<file path="src/rtl/ir_fetch_queue.sv">
// Instruction register queue for the multicycle core: a DEPTH-entry FIFO of fetched
// instruction words and their PCs. The head entry is decoded combinationally into
// register fields and a sign-extended immediate so the control/decode side never
// waits on a separate decode stage.
module ir_fetch_queue #(
  parameter int unsigned XLEN  = 32,
  parameter int unsigned DEPTH = 4,
  parameter int unsigned CNT_W = $clog2(DEPTH + 1)
) (
  input  logic             clk,
  input  logic             rst,
  input  logic             flush_i,

  input  logic             in_valid_i,
  output logic             in_ready_o,
  input  logic [31:0]      in_instr_i,
  input  logic [XLEN-1:0]  in_pc_i,

  output logic             out_valid_o,
  input  logic             out_ready_i,
  output logic [31:0]      out_instr_o,
  output logic [XLEN-1:0]  out_pc_o,

  output logic [6:0]       op_o,
  output logic [4:0]       rd_o,
  output logic [2:0]       funct3_o,
  output logic [4:0]       rs1_o,
  output logic [4:0]       rs2_o,
  output logic [6:0]       funct7_o,
  output logic [XLEN-1:0]  imm_o,
  output logic [2:0]       imm_fmt_o,

  output logic [CNT_W-1:0] count_o
);

  localparam int unsigned PtrW = $clog2(DEPTH);

  // Presented on the head outputs whenever the queue is empty (addi x0,x0,0).
  localparam logic [31:0] NopInstr = 32'h0000_0013;

  // Immediate format codes seen on imm_fmt_o.
  localparam logic [2:0] FmtNone = 3'd0;
  localparam logic [2:0] FmtI    = 3'd1;
  localparam logic [2:0] FmtS    = 3'd2;
  localparam logic [2:0] FmtB    = 3'd3;
  localparam logic [2:0] FmtU    = 3'd4;
  localparam logic [2:0] FmtJ    = 3'd5;

  // Major opcodes that select an immediate format.
  localparam logic [6:0] OpImm    = 7'b0010011;
  localparam logic [6:0] OpLoad   = 7'b0000011;
  localparam logic [6:0] OpJalr   = 7'b1100111;
  localparam logic [6:0] OpSystem = 7'b1110011;
  localparam logic [6:0] OpStore  = 7'b0100011;
  localparam logic [6:0] OpBranch = 7'b1100011;
  localparam logic [6:0] OpLui    = 7'b0110111;
  localparam logic [6:0] OpAuipc  = 7'b0010111;
  localparam logic [6:0] OpJal    = 7'b1101111;

  // Storage is deliberately left without reset; validity is tracked by count_q.
  logic [31:0]      instr_q [DEPTH];
  logic [XLEN-1:0]  pc_q    [DEPTH];

  logic [PtrW-1:0]  wr_ptr_q, wr_ptr_d;
  logic [PtrW-1:0]  rd_ptr_q, rd_ptr_d;
  logic [CNT_W-1:0] count_q,  count_d;

  logic             push;
  logic             pop;

  logic [31:0]      head_instr;
  logic signed [31:0] imm32;
  logic [2:0]       imm_fmt;

  // Handshake status depends on registered occupancy only, so a pop while full
  // does not open in_ready in the same cycle.
  assign in_ready_o  = (count_q != CNT_W'(DEPTH));
  assign out_valid_o = (count_q != '0);
  assign count_o     = count_q;

  assign push = in_valid_i && in_ready_o;
  assign pop  = out_valid_o && out_ready_i;

  // Next-state for pointers and occupancy; flush overrides any push or pop.
  always_comb begin
    wr_ptr_d = wr_ptr_q;
    rd_ptr_d = rd_ptr_q;
    count_d  = count_q;
    if (flush_i) begin
      wr_ptr_d = '0;
      rd_ptr_d = '0;
      count_d  = '0;
    end else begin
      // Pointers wrap naturally because DEPTH is a power of two.
      if (push) begin
        wr_ptr_d = wr_ptr_q + PtrW'(1);
      end
      if (pop) begin
        rd_ptr_d = rd_ptr_q + PtrW'(1);
      end
      case ({push, pop})
        2'b10:   count_d = count_q + CNT_W'(1);
        2'b01:   count_d = count_q - CNT_W'(1);
        default: count_d = count_q;
      endcase
    end
  end

  // Pointer and occupancy registers; async reset empties the queue immediately.
  always_ff @(posedge clk or posedge rst) begin
    if (rst) begin
      wr_ptr_q <= '0;
      rd_ptr_q <= '0;
      count_q  <= '0;
    end else begin
      wr_ptr_q <= wr_ptr_d;
      rd_ptr_q <= rd_ptr_d;
      count_q  <= count_d;
    end
  end

  // Entry storage write on an accepted push (a flush in the same cycle drops it).
  always_ff @(posedge clk) begin
    if (push && !flush_i) begin
      instr_q[wr_ptr_q] <= in_instr_i;
      pc_q[wr_ptr_q]    <= in_pc_i;
    end
  end

  // Head selection: substitute a NOP at PC 0 when nothing is queued.
  always_comb begin
    head_instr = NopInstr;
    out_pc_o   = '0;
    if (out_valid_o) begin
      head_instr = instr_q[rd_ptr_q];
      out_pc_o   = pc_q[rd_ptr_q];
    end
  end

  assign out_instr_o = head_instr;
  assign op_o        = head_instr[6:0];
  assign rd_o        = head_instr[11:7];
  assign funct3_o    = head_instr[14:12];
  assign rs1_o       = head_instr[19:15];
  assign rs2_o       = head_instr[24:20];
  assign funct7_o    = head_instr[31:25];

  // Immediate format and value; instr[31] is the sign bit for every format.
  always_comb begin
    imm_fmt = FmtNone;
    imm32   = '0;
    case (head_instr[6:0])
      OpImm, OpLoad, OpJalr, OpSystem: begin
        imm_fmt = FmtI;
        imm32   = {{20{head_instr[31]}}, head_instr[31:20]};
      end
      OpStore: begin
        imm_fmt = FmtS;
        imm32   = {{20{head_instr[31]}}, head_instr[31:25], head_instr[11:7]};
      end
      OpBranch: begin
        imm_fmt = FmtB;
        imm32   = {{19{head_instr[31]}}, head_instr[31], head_instr[7],
                   head_instr[30:25], head_instr[11:8], 1'b0};
      end
      OpLui, OpAuipc: begin
        imm_fmt = FmtU;
        imm32   = {head_instr[31:12], 12'b0};
      end
      OpJal: begin
        imm_fmt = FmtJ;
        imm32   = {{11{head_instr[31]}}, head_instr[31], head_instr[19:12],
                   head_instr[20], head_instr[30:21], 1'b0};
      end
      default: begin
        imm_fmt = FmtNone;
        imm32   = '0;
      end
    endcase
  end

  // Size cast of the signed value sign-extends to XLEN.
  assign imm_o     = XLEN'(imm32);
  assign imm_fmt_o = imm_fmt;

endmodule

</file>
<file path="config.mk">
export PLATFORM = sky130hd
export DESIGN_NAME = ir_fetch_queue
export DESIGN_NICKNAME = d
export VERILOG_FILES = /design/src/rtl/ir_fetch_queue.sv
export SDC_FILE = /design/constraint.sdc
export NUM_CORES = 1
export LEC_CHECK = 0
export CORE_MARGIN = 2
export CORE_UTILIZATION = 45
export DETAILED_ROUTE_END_ITERATION = 6
export PLACE_DENSITY = 0.77
export SLEW_MARGIN = 20
export SYNTH_ARGS = -nofsm -noshare
export SYNTH_HDL_FRONTEND = slang
export SYNTH_SLANG_ARGS = --single-unit
</file>
<file path="constraint.sdc">
create_clock -name clk -period 3.7 [get_ports clk]
set_input_delay 0.37 -clock clk [delete_from_list [all_inputs] [get_ports clk]]
set_output_delay 0.37 -clock clk [all_outputs]
set_load 0.005 [all_outputs]
</file>
==> impl_metrics.yaml, run 1 <==
setup_path:
  cpLargestDelayFamily: "buffers and inverters"
  reg2reg_setup_slack_ns: 1.37
  worstPathBufferInverterCount: 3
  r2r_start: "count_o[2]$_DFFE_PP0P_"
  cp_cell_sequence: "buf_4 > buf_8 > mux4_2 > and2_1 > and3b_1 > a32o_1 > a31o_2 > clkdlybuf4s50_1"
  path_class: "reg -> out"
  setup.worst_path.start: "rd_ptr_q[0]$_DFFE_PP0P_"
  crit_fanout: 10
  reg2regPathDepth: 5
  critPathMaxStageDelay_ns: 0.53
  required_ns: 3.33
  r2r_end: "instr_q[2][28]$_DFFE_PP_"
  startpoint_type: "register"
  cp_slowest_cell: "mux4_2"
  endpoint_kind: "output port"
  arrival_ns: 3.15
timing:
  tightestPinTransition_ns: 0.612
  hold_viol: 0
  hold_ws_ns: 0.0919
  rsz0062_at_grt: "no"
  fin_crit_ns: 3.52
  finalSetupViolCount: 0
  slew-limit-headroom_pct: 59.2
  slew_viol_final: 0
  period_share_pct: 95.2
  fin_worst_skew_ns: 0.0177
  fmax_mhz: 284
  finalSetupTns_ns: 0
  setup_ws_ns: 0.178
clock_tree:
  cts-root-buf: "clkbuf_16"
  clk_pin_slew_worst_paths_ns: 0.06
  h-tree-depth: 1
  cts_tree: "done"
  cts_buffers: 27
  cts_buffer_depth: 3
  ctsHoldBuffers: 0
  clkLatencyLatePin_ns: 0.53
  cts_sinks: 263
power:
  leakagePower_nw: 4.68
  vdd_drop_max_uv: 449
  powerDensity_mw_per_mm2: 699
  finalPower_mw: 9.90
drt:
  via_per_inst: 5.22
  drcViolationCount: 0
  ant_nets: 0
  wl_per_cell_um: 20.2
  vias: 5934
  drt_pre_antenna_iters: 4
  drt-total-wl_mm: 23.0
  drt_iter0_markers: 356
die:
  core-area_mm2: 0.0241
  dieArea_mm2: 0.0257
  start_util_pct: 45.5
  die_y_um: 160
  io_pins: 205
  num_rows: 57
  die_x_um: 160
yosys:
  synth_top_cells_by_area: "edfxtp_1, mux4_2, and2_1"
  synth.distinct_cells: 46
  syn_inst: 601
  ys_ff_latch: 263
  ys_seq_area_share_pct: 71.6
  yosys-top-cells-count: "edfxtp_1, mux4_2, and2_1"
  syn_area_mm2: 0.0110
  synthArstFlopShare_pct: 2.66
  yosysMostFrequentCell: "edfxtp_1"
  synth-edff-count: 256
  synth_top_area_share_pct: 70.0
  syn_nets: 675
  yosys_warnings: 0
  synth-main-ff-cell: "edfxtp_1"
  avgSynthCellArea_um2: 18.3
  yosys.area.top_type: "edfxtp_1"
place:
  io_buffers: 204
  pre_cts_ws_ns: 0.387
  dpl.hpwl_mm: 14.4
  gp_congestion: 0.816
finish:
  multi_input_area_mm2: 0.00273
  syn2layout_area_growth_pct: 29.1
  antenna_cells: 0
  regArea_mm2: 0.00787
  drive_above_1_share_pct: 17.9
  nNetsFinal: 867
  utilization_pct: 58.8
  nFillCells: 1835
global_routing:
  grt_overflow: 0
  grt_max_degree: 39
  antenna_found_initial: 0
  grt_pass1_wl_mm: 35.0
  grt_pass1_vias: 6171
  track_usage_pct: 17.7
run:
  maxCapViolCount: 0
run_status:
  outcome: "complete, no violations"
worst_hold_path:
  hold_path_class: "in -> async"
[cell type report]
class                   count  area share [%]
flip-flops and latches    263            55.5
repair buffers            224            16.0
multi-input cells         263            19.3
well taps                 324            2.86
inverters                  14           0.371
clock inverters            16            1.08
clock buffers              32            4.90
[worst max-delay path by stage]
stage / depth (start not counted) / end
2_1_floorplan: 5 / instr_q[0][0]$_DFFE_PP_
3_3_place_gp: 6 / imm_o[30]
3_5_place_dp: 6 / imm_o[23]
4_1_cts: 6 / imm_o[23]
5_1_grt: 8 / imm_o[23]
6_report: 8 / imm_o[11]
[repair_timing]
action,in CTS,in global routing
setup buffers,2,2
gates cloned,1,0
resized for setup,2,8
pin swaps,1,0
endpoints found under the setup margin,25,25
[placed cells by master, fill, tap and decap left out, drive strengths merged, types with 3 or more instances in the layout]
cell type / n
a21oi: 4
and2: 62
buf: 20
bufinv: 3
clkbuf: 32
clkdlybuf4s50: 204
clkinv: 11
dfrtp: 7
edfxtp: 256
ha: 4
inv: 16
mux4: 65
nand2: 32
nand2b: 5
nand3: 29
nor2: 13
nor2b: 7
nor3: 5
o21ai: 7
or2: 3
xnor2: 4
[metrics by stage]
stage | instances | instance area (µm²)
2_1_floorplan | 601 | 11000
3_5_place_dp | 1083 | 13200
3_3_place_gp | 1083 | 13200
6_report | 1136 | 14200
5_1_grt | 1136 | 14200
4_1_cts | 1134 | 14100
[power by group]
part	internal (mW)	switching, mW
sequential	3.50	0.0843
clock	1.54	1.04
combinational	2.10	1.65
total	7.14	2.77
[state kept, by name (all words and copies together), names as in the netlist]
register	count
instr_q	128
pc_q	128
count_o	3
rd_ptr_q	2
wr_ptr_q	2
[cells by family (layout without fill, tap and decap cells)]
| logic type | count (synthesis) | in the layout | share of synthesized area [%] |
|---|---|---|---|
| compound gates | 21 | 21 | 1.27 |
| xor+xnor | 6 | 6 | 0.479 |
| fa+ha+maj | 5 | 5 | 0.638 |
| buf+inv | 76 | 286 | 4.10 |
| flops | 263 | 263 | 71.6 |
| mux | 67 | 67 | 13.5 |
| simple gates | 163 | 164 | 8.38 |
[routing by layer]
metal / vias to the layer above / wire [µm] / global-route usage [%]
met2: 217 / 11600 / 30.3
li1: 2689 / - / -
met3: 39 / 1510 / 3.90
met1: 2989 / 9300 / 23.0
met4: 0 / 611 / 4.83
met5: - / 0 / 0
(Power assumes the default switching activity.)
==> run 2, diff against run 1 <==
- CORE_MARGIN: 2 -> 4
- CTS_CLUSTER_SIZE: unset -> 25
==> impl_metrics.yaml, run 2 (synthesis results as in run 1) <==
run_status:
  outcome: "complete, no violations"
place:
  io_buffers: 204
  dpl.hpwl_mm: 15.1
  pre_cts_ws_ns: 0.372
  placedInstanceArea_mm2: 0.0132
  gp_congestion: 0.745
global_routing:
  grt_max_degree: 41
  grt_overflow: 0
  antenna_found_initial: 0
  track_usage_pct: 17.2
  grt_pass1_vias: 6163
  grt_pass1_wl_mm: 35.6
finish:
  drive_above_1_share_pct: 18.8
  multi_input_area_mm2: 0.00270
  syn2layout_area_growth_pct: 29.6
  stdcell_area_mm2: 0.0142
  nFillCells: 1732
  utilization_pct: 59.9
  regArea_mm2: 0.00787
  layout_common_cells: "edfxtp_1, clkdlybuf4s50_1, mux4_2"
  nNetsFinal: 874
  antenna_cells: 0
  final_common_cell: "edfxtp_1"
setup_path:
  startpoint_type: "register"
  arrival_ns: 3.20
  endpoint_kind: "output port"
  required_ns: 3.33
  reg2reg_setup_slack_ns: 1.46
  path_class: "reg -> out"
  crit_fanout: 9
run:
  maxCapViolCount: 0
drt:
  wl_per_cell_um: 20.5
  ant_nets: 0
  drt-total-wl_mm: 23.3
  vias: 5970
  drt_iter0_markers: 321
  drcViolationCount: 0
  drt_pre_antenna_iters: 4
  via_per_inst: 5.25
die:
  num_rows: 56
  die_y_um: 164
  start_util_pct: 46.2
  core-area_mm2: 0.0238
  dieArea_mm2: 0.0270
  die_x_um: 164
  io_pins: 205
clock_tree:
  ctsHoldBuffers: 0
  cts_sinks: 263
  h-tree-depth: 1
  clk_pin_slew_worst_paths_ns: 0.06
  cts-root-buf: "clkbuf_16"
  cts_tree: "done"
  cts_buffer_depth: 3
  cts_buffers: 26
  clkLatencyLatePin_ns: 0.51
timing:
  slew_viol_final: 0
  fin_crit_ns: 3.57
  finalSetupViolCount: 0
  fmax_mhz: 280
  hold_viol: 0
  setup_ws_ns: 0.134
  period_share_pct: 96.4
  fin_worst_skew_ns: 0.00539
  slew-limit-headroom_pct: 62.3
  finalSetupTns_ns: 0
  tightestPinTransition_ns: 0.566
power:
  powerDensity_mw_per_mm2: 701
  vdd_drop_max_uv: 386
  leakagePower_nw: 4.74
worst_hold_path:
  hold_path_class: "in -> async"
[run 2: timing repair]
| action | CTS | global route |
|---|---|---|
| hold endpoints to repair | 0 | 0 |
| setup buffers | 6 | 7 |
| pin swaps | 0 | 1 |
| endpoints found under the setup margin | 26 | 24 |
| resized for setup | 1 | 4 |
[run 2: cell type report]
class	count	area share, %
Multi-Input combinational cell	262	19.0
Clock inverter	20	1.36
Timing Repair Buffer	233	16.4
Clock buffer	27	4.75
Sequential cell	263	55.3
Inverter	14	0.369
Tap cell	319	2.80
[run 2: power breakdown]
group	switching, mW	total, mW	internal (mW)
Clock	1.05	2.64	1.59
Sequential	0.0883	3.59	3.50
Combinational	1.63	3.76	2.13
Total	2.76	9.98	7.22
[run 2: metal layers]
layer	global-route usage [%]	part of all wire [%]	routed length (µm)
met4	3.24	1.2	274
met2	28.6	49	11500
met1	23.5	42	9710
met3	4.22	8.0	1860
met5	0	0	0
[run 2: final timing paths]
kind / cells after the start / endpoint / start
max: 8 / imm_o[10] / rd_ptr_q[0]$_DFFE_PP0P_
min: 2 / count_o[0]$_DFFE_PP0P_ / rst
max reg2reg: 5 / pc_q[1][7]$_DFFE_PP_ / count_o[2]$_DFFE_PP0P_
min reg2reg: 2 / wr_ptr_q[1]$_DFFE_PP0P_ / wr_ptr_q[1]$_DFFE_PP0P_
max in group asynchronous: 2 / rd_ptr_q[1]$_DFFE_PP0P_ / rst
min in group clk: 1 / pc_q[2][6]$_DFFE_PP_ / in_pc_i[6]
[run 2: critical path: stages (launching register included)]
cell and delay, ns:
dfrtp_4 0.51, buf_4 0.17, mux4_2 0.56, and3b_1 0.30
nor4_4 0.04, buf_4 0.18, a211oi_4 0.36, nor2b_1 0.08
clkdlybuf4s50_1 0.46
[run 2: stage by stage]
stage	cells	hold slack (ns)	power (mW)
2_1_floorplan	601	0.173	5.59
5_1_grt	1138	0.115	10.5
3_3_place_gp	1079	0.570	7.33
6_report	1138	0.0923	9.98
4_1_cts	1132	0.0853	10.1
3_5_place_dp	1079	0.577	7.34
==> run 3, diff against run 2 <==
- CTS_BUF_LIST: unset -> sky130_fd_sc_hd__clkbuf_2 sky130_fd_sc_hd__clkbuf_4 sky130_fd_sc_hd__clkbuf_8
==> impl_metrics.yaml, run 3 (synthesis results as in run 1) <==
setup_path:
  arrival_ns: 3.19
  startpoint_type: "register"
  r2r_start: "count_o[2]$_DFFE_PP0P_"
  crit_fanout: 7
  r2r_end: "pc_q[1][6]$_DFFE_PP_"
  endpoint_kind: "output port"
  reg2reg_setup_slack_ns: 1.47
  path_class: "reg -> out"
  reg2regPathDepth: 5
  required_ns: 3.33
place:
  pre_cts_ws_ns: 0.372
  io_buffers: 204
  gp_congestion: 0.745
  dp_cells: 1079
  dpl.hpwl_mm: 15.1
  placedInstanceArea_mm2: 0.0132
finish:
  drive_above_1_share_pct: 22.1
  syn2layout_area_growth_pct: 29.8
  fin_cells: 1169
  nFillCells: 1736
  nNetsFinal: 895
  final_common_cell: "edfxtp_1"
  utilization_pct: 60.0
  layout_common_cells: "edfxtp_1, clkdlybuf4s50_1, mux4_2"
  antenna_cells: 0
  stdcell_area_mm2: 0.0143
power:
  switching_power_mw: 2.81
  p_int_mw: 7.00
  comb_power_share_pct: 38.9
  power_frac_seq_pct: 36.5
  powerDensity_mw_per_mm2: 689
  finalPower_mw: 9.81
  clkPwrFrac_pct: 24.6
  power.switching_fraction_pct: 28.6
  leakagePower_nw: 4.80
  vdd_drop_max_uv: 422
global_routing:
  track_usage_pct: 17.5
  globalRouteMet3Util_pct: 5.24
  met1_usage_pct: 23.3
  grt_use_met2_pct: 28.4
  grt_pass1_wl_mm: 35.9
  antenna_found_initial: 0
  grt_max_degree: 41
  busiest_layer: "met2"
  grt_pass1_vias: 6301
  grt_overflow: 0
timing:
  fin_crit_ns: 3.56
  slew_viol_final: 0
  hold_ws_ns: 0.0922
  slew-limit-headroom_pct: 61.6
  tightestPinTransition_ns: 0.575
  finalSetupTns_ns: 0
  hold_viol: 0
  fmax_mhz: 281
  period_share_pct: 96.3
  setup_ws_ns: 0.136
  fin_worst_skew_ns: 0.0172
  finalSetupViolCount: 0
drt:
  drt_pre_antenna_iters: 4
  ant_nets: 0
  wl_per_cell_um: 20.2
  drt-total-wl_mm: 23.6
  via_per_inst: 5.19
  vias: 6071
  drcViolationCount: 0
  drt_iter0_markers: 393
die:
  num_rows: 56
  start_util_pct: 46.2
  core-area_mm2: 0.0238
  io_pins: 205
  die_x_um: 164
  dieArea_mm2: 0.0270
  die_y_um: 164
clock_tree:
  ctsHoldBuffers: 0
  cts_buffer_depth: 3
  cts_buffers: 43
  cts_tree: "done"
  clkLatencyLatePin_ns: 0.53
  cts_sinks: 263
  clk_pin_slew_worst_paths_ns: 0.06
  cts-root-buf: "clkbuf_8"
  h-tree-depth: 2
worst_hold_path:
  hold_path_class: "in -> async"
run:
  maxCapViolCount: 0
run_status:
  outcome: "complete, no violations"
## run 3: metal layers
metal	wire length (µm)	share of wire, %	vias up
li1	-	-	2749
met1	9770	41	3050
met2	11500	49	249
met3	1990	8.4	23
met4	335	1.4	0
met5	0	0	-
## run 3: what timing repair did
action                     CTS  global route
buffers inserted             6            11
resized for setup            1            13
setup endpoints to repair   28            38
pin swaps                    0             2
## run 3: how the worst max path moves through the flow
stage / cells past startpoint / endpoint / startpoint
6_report: 9 / imm_o[15] / rd_ptr_q[0]$_DFFE_PP0P_
5_1_grt: 8 / imm_o[6] / rd_ptr_q[0]$_DFFE_PP0P_
4_1_cts: 7 / imm_o[13] / rd_ptr_q[0]$_DFFE_PP0P_
3_5_place_dp: 6 / imm_o[26] / rd_ptr_q[0]$_DFFE_PP0P_
3_3_place_gp: 6 / imm_o[29] / rd_ptr_q[0]$_DFFE_PP0P_
2_1_floorplan: 5 / instr_q[0][0]$_DFFE_PP_ / count_o[2]$_DFFE_PP0P_
## run 3: final cells by class
class / count / area, µm² / area share (%)
inverters: 14 / 52.6 / 0.369
repair buffers: 237 / 2390 / 16.8
flip-flops and latches: 263 / 7870 / 55.2
well taps: 319 / 399 / 2.80
clock inverters: 21 / 151 / 1.06
clock buffers: 53 / 673 / 4.72
multi-input cells: 262 / 2710 / 19.0
## run 3: critical path: stages (launching register included)
cell	delay [ns]
dfrtp_4	0.54
buf_4	0.18
mux4_2	0.40
and3b_2	0.25
nor4_4	0.26
buf_4	0.19
nand3_4	0.09
buf_4	0.20
nand2_1	0.06
clkdlybuf4s50_1	0.50
## run 3: power groups by stage
| stage | clock, mW | combinational (mW) | sequential [mW] |
|---|---|---|---|
| 2_1_floorplan | 0 | 1.98 | 3.62 |
| 3_3_place_gp | 0 | 3.66 | 3.67 |
| 3_5_place_dp | 0 | 3.67 | 3.68 |
| 4_1_cts | 2.48 | 3.75 | 3.60 |
| 5_1_grt | 2.63 | 4.13 | 3.60 |
| 6_report | 2.41 | 3.82 | 3.58 |
==> edit 1, RTL diff (flow settings as in run 3) <==
`XLEN`: 32 -> 36.
--- a/src/rtl/ir_fetch_queue.sv
+++ b/src/rtl/ir_fetch_queue.sv
@@ -5,3 +5,3 @@
 module ir_fetch_queue #(
-  parameter int unsigned XLEN  = 32,
+  parameter int unsigned XLEN  = 36,
   parameter int unsigned DEPTH = 4,
Interface: changed (resized imm_o, in_pc_i and out_pc_o); port bits go from 205 to 217. No check against the original RTL was run, so the function may have changed too.
==> edit 1 against run 3 <==
  * Die area up 5.4%
  * Worst hold slack better by 0.00094 ns
  * Core utilization down 1.4 points
  * Critical endpoint is now imm_o[1]
  * Routed wire length up 7.8%
  * Final area up 3.8%
  * First-iteration DRC count up 12%
  * Sequential cell count up 16
  * Setup slack better by 0.019 ns
  * Power up 2.4%
  * Synthesized area up 5.7%
==> edit 1: results (changes against run 3) <==
count of TritonRoute iterations in the first routing pass: 4 (unchanged)
Highest Signal Layer: met5
GR Layer Usage met2: 0.297 (+0.0124)
Synth top cells by count: sky130_fd_sc_hd__edfxtp_1, sky130_fd_sc_hd__mux4_2, sky130_fd_sc_hd__and2_1
static leakage: 4.94 nW (+2.8%)
layout filler cell count: 1918 (+10%)
post-CTS clock slew at the launch and capture registers of the worst setup and hold paths: 0.06 ns (about the same)
delay contributed by the slowest stage of the critical path: 0.65 ns (+0.11 ns)
Net count, final: 920 (+2.8%)
skew final: 0.0247 ns (+0.00750 ns)
Hold WC Path Type: input pin to asynchronous set/reset pin
vias in the first global route: 6688 (+6.1%)
dominant delay contributor by cell family on the critical path: compound AO/OA/AOI/OAI gates
antenna diode count: 0 (unchanged)
power in combinational cells: 3.88 mW (+2%)
number of flip-flops under the largest register name: 144
maximum clock insertion buffer count: 3 (unchanged)
total routed wirelength: 25.4 mm (+7.8%)
switching component of the power: 2.91 mW (+3.6%)
metal3 WL: 1.94 mm (-2.5%)
post-synthesis net count: 700 (+3.7%)
IR drop worst, VDD: 0.405 mV (-3.9%)
violation count after the first detailed-route iteration: 442 (+12%)
cell area reported after detailed placement: 13900 µm² (+5.3%)
proportion of synthesized flip-flops having asynchronous set or reset: 0.0251 (-0.00153)
Least-Margin Pin Slew: 0.630 ns (+0.0549 ns)
Vias per Instance: 5.28 (+1.6%)
synthesized area divided by synthesized cell count: 18.7 µm² (+2.1%)
Worst Path Arrival: 3.18 ns (about the same)
Post-CTS Setup Bufs: 2 (-4)
register with the highest flop count: pc_q
Pwr per Cell Area: 679 nW/µm² (-1.3%)
number of flops mapped to enable cells by yosys: 272 (+6.3%)
GR Util met1: 0.231 (-0.00171)
fraction of the yosys area taken by sequential cells: 0.719 (+0.00303)
largest fanout on the critical path: 11 (+4)
CTS resizes: 2 (+1)
fin cells: 1200 (+2.7%)
Top Consumer: combinational cells
global-route wire length before repair: 38.9 mm (+8.5%)
Port-buffer cells: 216 (+5.9%)
antenna violations before repair: 4 (+4)
total of warnings raised by yosys: 0 (unchanged)
Unique masters post-synth: 49 (+6.5%)
share of cells above drive strength 1: 0.208 (-0.0131)
outcome: finished clean
Met1 Wirelength: 10.4 mm (+6.2%)
amount of wire on met2 after detailed routing: 12.5 mm (+9.0%)
met3 Use GR: 0.0483 (-0.00410)
Overall Global Routing Usage: 0.178 (+0.00303)
clock buffer count from CTS: 45 (+4.7%)
cell types occupying the most area after synthesis: sky130_fd_sc_hd__edfxtp_1, sky130_fd_sc_hd__mux4_2, sky130_fd_sc_hd__and2_1
pin count of the biggest net entering global routing: 69 (+68%)
worst-skew pair later-pin latency: 0.52 ns
sequential power share: 0.379 (+0.014)
placer's final routability congestion estimate: 0.913 (+22%)
cell type of the slowest stage on the worst timing path: sky130_fd_sc_hd__mux4_2
power after layout: 10.1 mW (+2.4%)
Cells after DPL: 1118 (+3.6%)
Post-DP HPWL: 16.8 mm (+12%)
[edit 1: cell types whose count changed after synthesis, moves of 4 or more]
cell and change:
sky130_fd_sc_hd__a21oi_1 +8, sky130_fd_sc_hd__buf_4 +4, sky130_fd_sc_hd__edfxtp_1 +16, sky130_fd_sc_hd__inv_1 +5, sky130_fd_sc_hd__nand3_1 -21, sky130_fd_sc_hd__nor2_1 -4, sky130_fd_sc_hd__o211ai_1 +8
[edit 1: layout make-up]
class,instances,area share
Inverter,20,0.00507
Sequential cell,279,0.564
Clock inverter,16,0.00448
Clock buffer,59,0.0490
Tap cell,330,0.0279
Multi-Input combinational cell,258,0.188
Timing Repair Buffer,238,0.161
[edit 1: path summary, 6_finish.rpt]
path                          startpoint  depth (start not counted)             to  slack [ns]
hold reg to reg              wr_ptr_q[1]                          2    wr_ptr_q[1]        0.57
hold / removal                       rst                          2     count_o[2]        0.09
min in group clk           in_instr_i[0]                          1  instr_q[3][0]        0.48
setup reg to reg              count_o[2]                          5     pc_q[0][2]        1.35
max in group asynchronous            rst                          2    rd_ptr_q[0]        3.35
setup / recovery             rd_ptr_q[0]                          5       imm_o[1]        0.15
[edit 1: kinds of logic after synthesis]
kind of cell,Yosys count,share of synthesized area
flip-flops,279,0.719
AND/OR/NAND/NOR,137,0.0690
buffers and inverters,85,0.0432
multiplexers,70,0.134
AO/OA/AOI/OAI,41,0.0249
XOR/XNOR,5,0.00378
adder cells (fa/ha/maj),5,0.00604
[edit 1: per-stage QoR]
stage | worst slack [ns] | setup TNS (ns)
after floorplan | 0.578 | 0
after global placement | 0.465 | 0
after detailed placement | 0.416 | 0
after CTS | 0.0314 | 0
after global routing | -0.00364 | -0.00700
final | 0.155 | 0
==> edit 2, RTL diff (config.mk and constraints of run 3) <==
Without the edit above. Register the output `count_o` once more, cleared by the reset; this adds one clock of latency there. The other outputs are not delayed to match.
--- a/src/rtl/ir_fetch_queue.sv
+++ b/src/rtl/ir_fetch_queue.sv
@@ -78,3 +78,9 @@
   assign out_valid_o = (count_q != '0);
-  assign count_o     = count_q;
+  always_ff @(posedge clk or posedge rst) begin
+    if (rst) begin
+      count_o <= '0;
+    end else begin
+      count_o <= count_q;
+    end
+  end
 
Check against the original RTL: not equivalent (a bounded check fails within 4 cycles, from zero or initial values and one cycle with rst high).
==> edit 2 against run 3 <==
  * Sequential cell count grew 3
  * Global-route usage is essentially flat
  * Sequential share of layout area grew 0.52 points
  * Power shrank 0.70%
  * Routed wire length grew 2.7%
  * Setup slack lost 0.023 ns
  * Final area is essentially flat
  * Sequential power grew 2%
  * Synthesized area grew 1.2%
  * Core utilization shrank 1.4 points
  * Critical path type unchanged
  * Largest cell class unchanged
==> edit 2: results (changes against run 3) <==
Overall Global Routing Usage: 0.175 (+0.000364)
signal buffers share of area: 0.160 (-0.00774)
cell area reported after detailed placement: 13300 µm² (+0.76%)
Routed WL per cell: 20.5 µm (+1.4%)
amount of wire on met2 after detailed routing: 12.1 mm (+5.1%)
Net count, final: 906 (+1.2%)
fin cells: 1183 (+1.2%)
layout filler cell count: 1826 (+5.2%)
GR Layer Usage met2: 0.302 (+0.0174)
fraction of the yosys area taken by sequential cells: 0.714 (-0.00163)
antenna violations before repair: 2 (+2)
Vias per Instance: 5.22 (+0.49%)
global-route wire length before repair: 36.3 mm (+1.4%)
clock buffer count from CTS: 44 (+2.3%)
Synth Area in Compound Gates: 0.0152 (+0.00255)
Post-DP HPWL: 15.4 mm (+2.1%)
outcome: finished clean
non-clock inverter instance count of the final layout: 20 (+6)
synthesis-to-finish area growth: 28.3%
post-synthesis net count: 692 (+2.5%)
Unique masters post-synth: 51 (+11%)
violation count after the first detailed-route iteration: 387 (-1.5%)
worst slew margin relative to its limit: 0.515 (-0.102)
vias in the first global route: 6400 (+1.6%)
xor-xnor portion of the synthesized cell area: 0.00473 (-0.0000561)
Worst Path Arrival: 3.22 ns (+0.03 ns)
Multi-In Gates: 271 (+3.4%)
cell types occupying the most area after synthesis: sky130_fd_sc_hd__edfxtp_1, sky130_fd_sc_hd__mux4_2, sky130_fd_sc_hd__and2_1
skew final: 0.0188 ns (+0.00155 ns)
placer's final routability congestion estimate: 0.828 (+11%)
==> edit 2: cell count changes in the layout (fill, tap and decap cells not counted), moves of 4 or more <==
cell | run 3 | this run
sky130_fd_sc_hd__and2_1 | 58 | 53
sky130_fd_sc_hd__clkinv_2 | 9 | 5
sky130_fd_sc_hd__inv_1 | 13 | 19
sky130_fd_sc_hd__mux2_2 | 1 | 5
sky130_fd_sc_hd__mux2i_1 | 1 | 7
sky130_fd_sc_hd__mux4_2 | 65 | 59
sky130_fd_sc_hd__nand2_1 | 30 | 35
sky130_fd_sc_hd__nand3_1 | 27 | 23
sky130_fd_sc_hd__nor2_1 | 13 | 7
sky130_fd_sc_hd__o22ai_1 | 1 | 5
sky130_fd_sc_hd__or2_2 | 3 | 8
==> edit 2: report_power, final <==
part / internal [mW] / total (mW) / leakage [nW] / switching [mW]
sequential: 3.54 / 3.64 / 2.45 / 0.0983
clock: 1.25 / 2.33 / 0.421 / 1.07
combinational: 2.12 / 3.78 / 1.92 / 1.65
total: 6.92 / 9.75 / 4.80 / 2.82
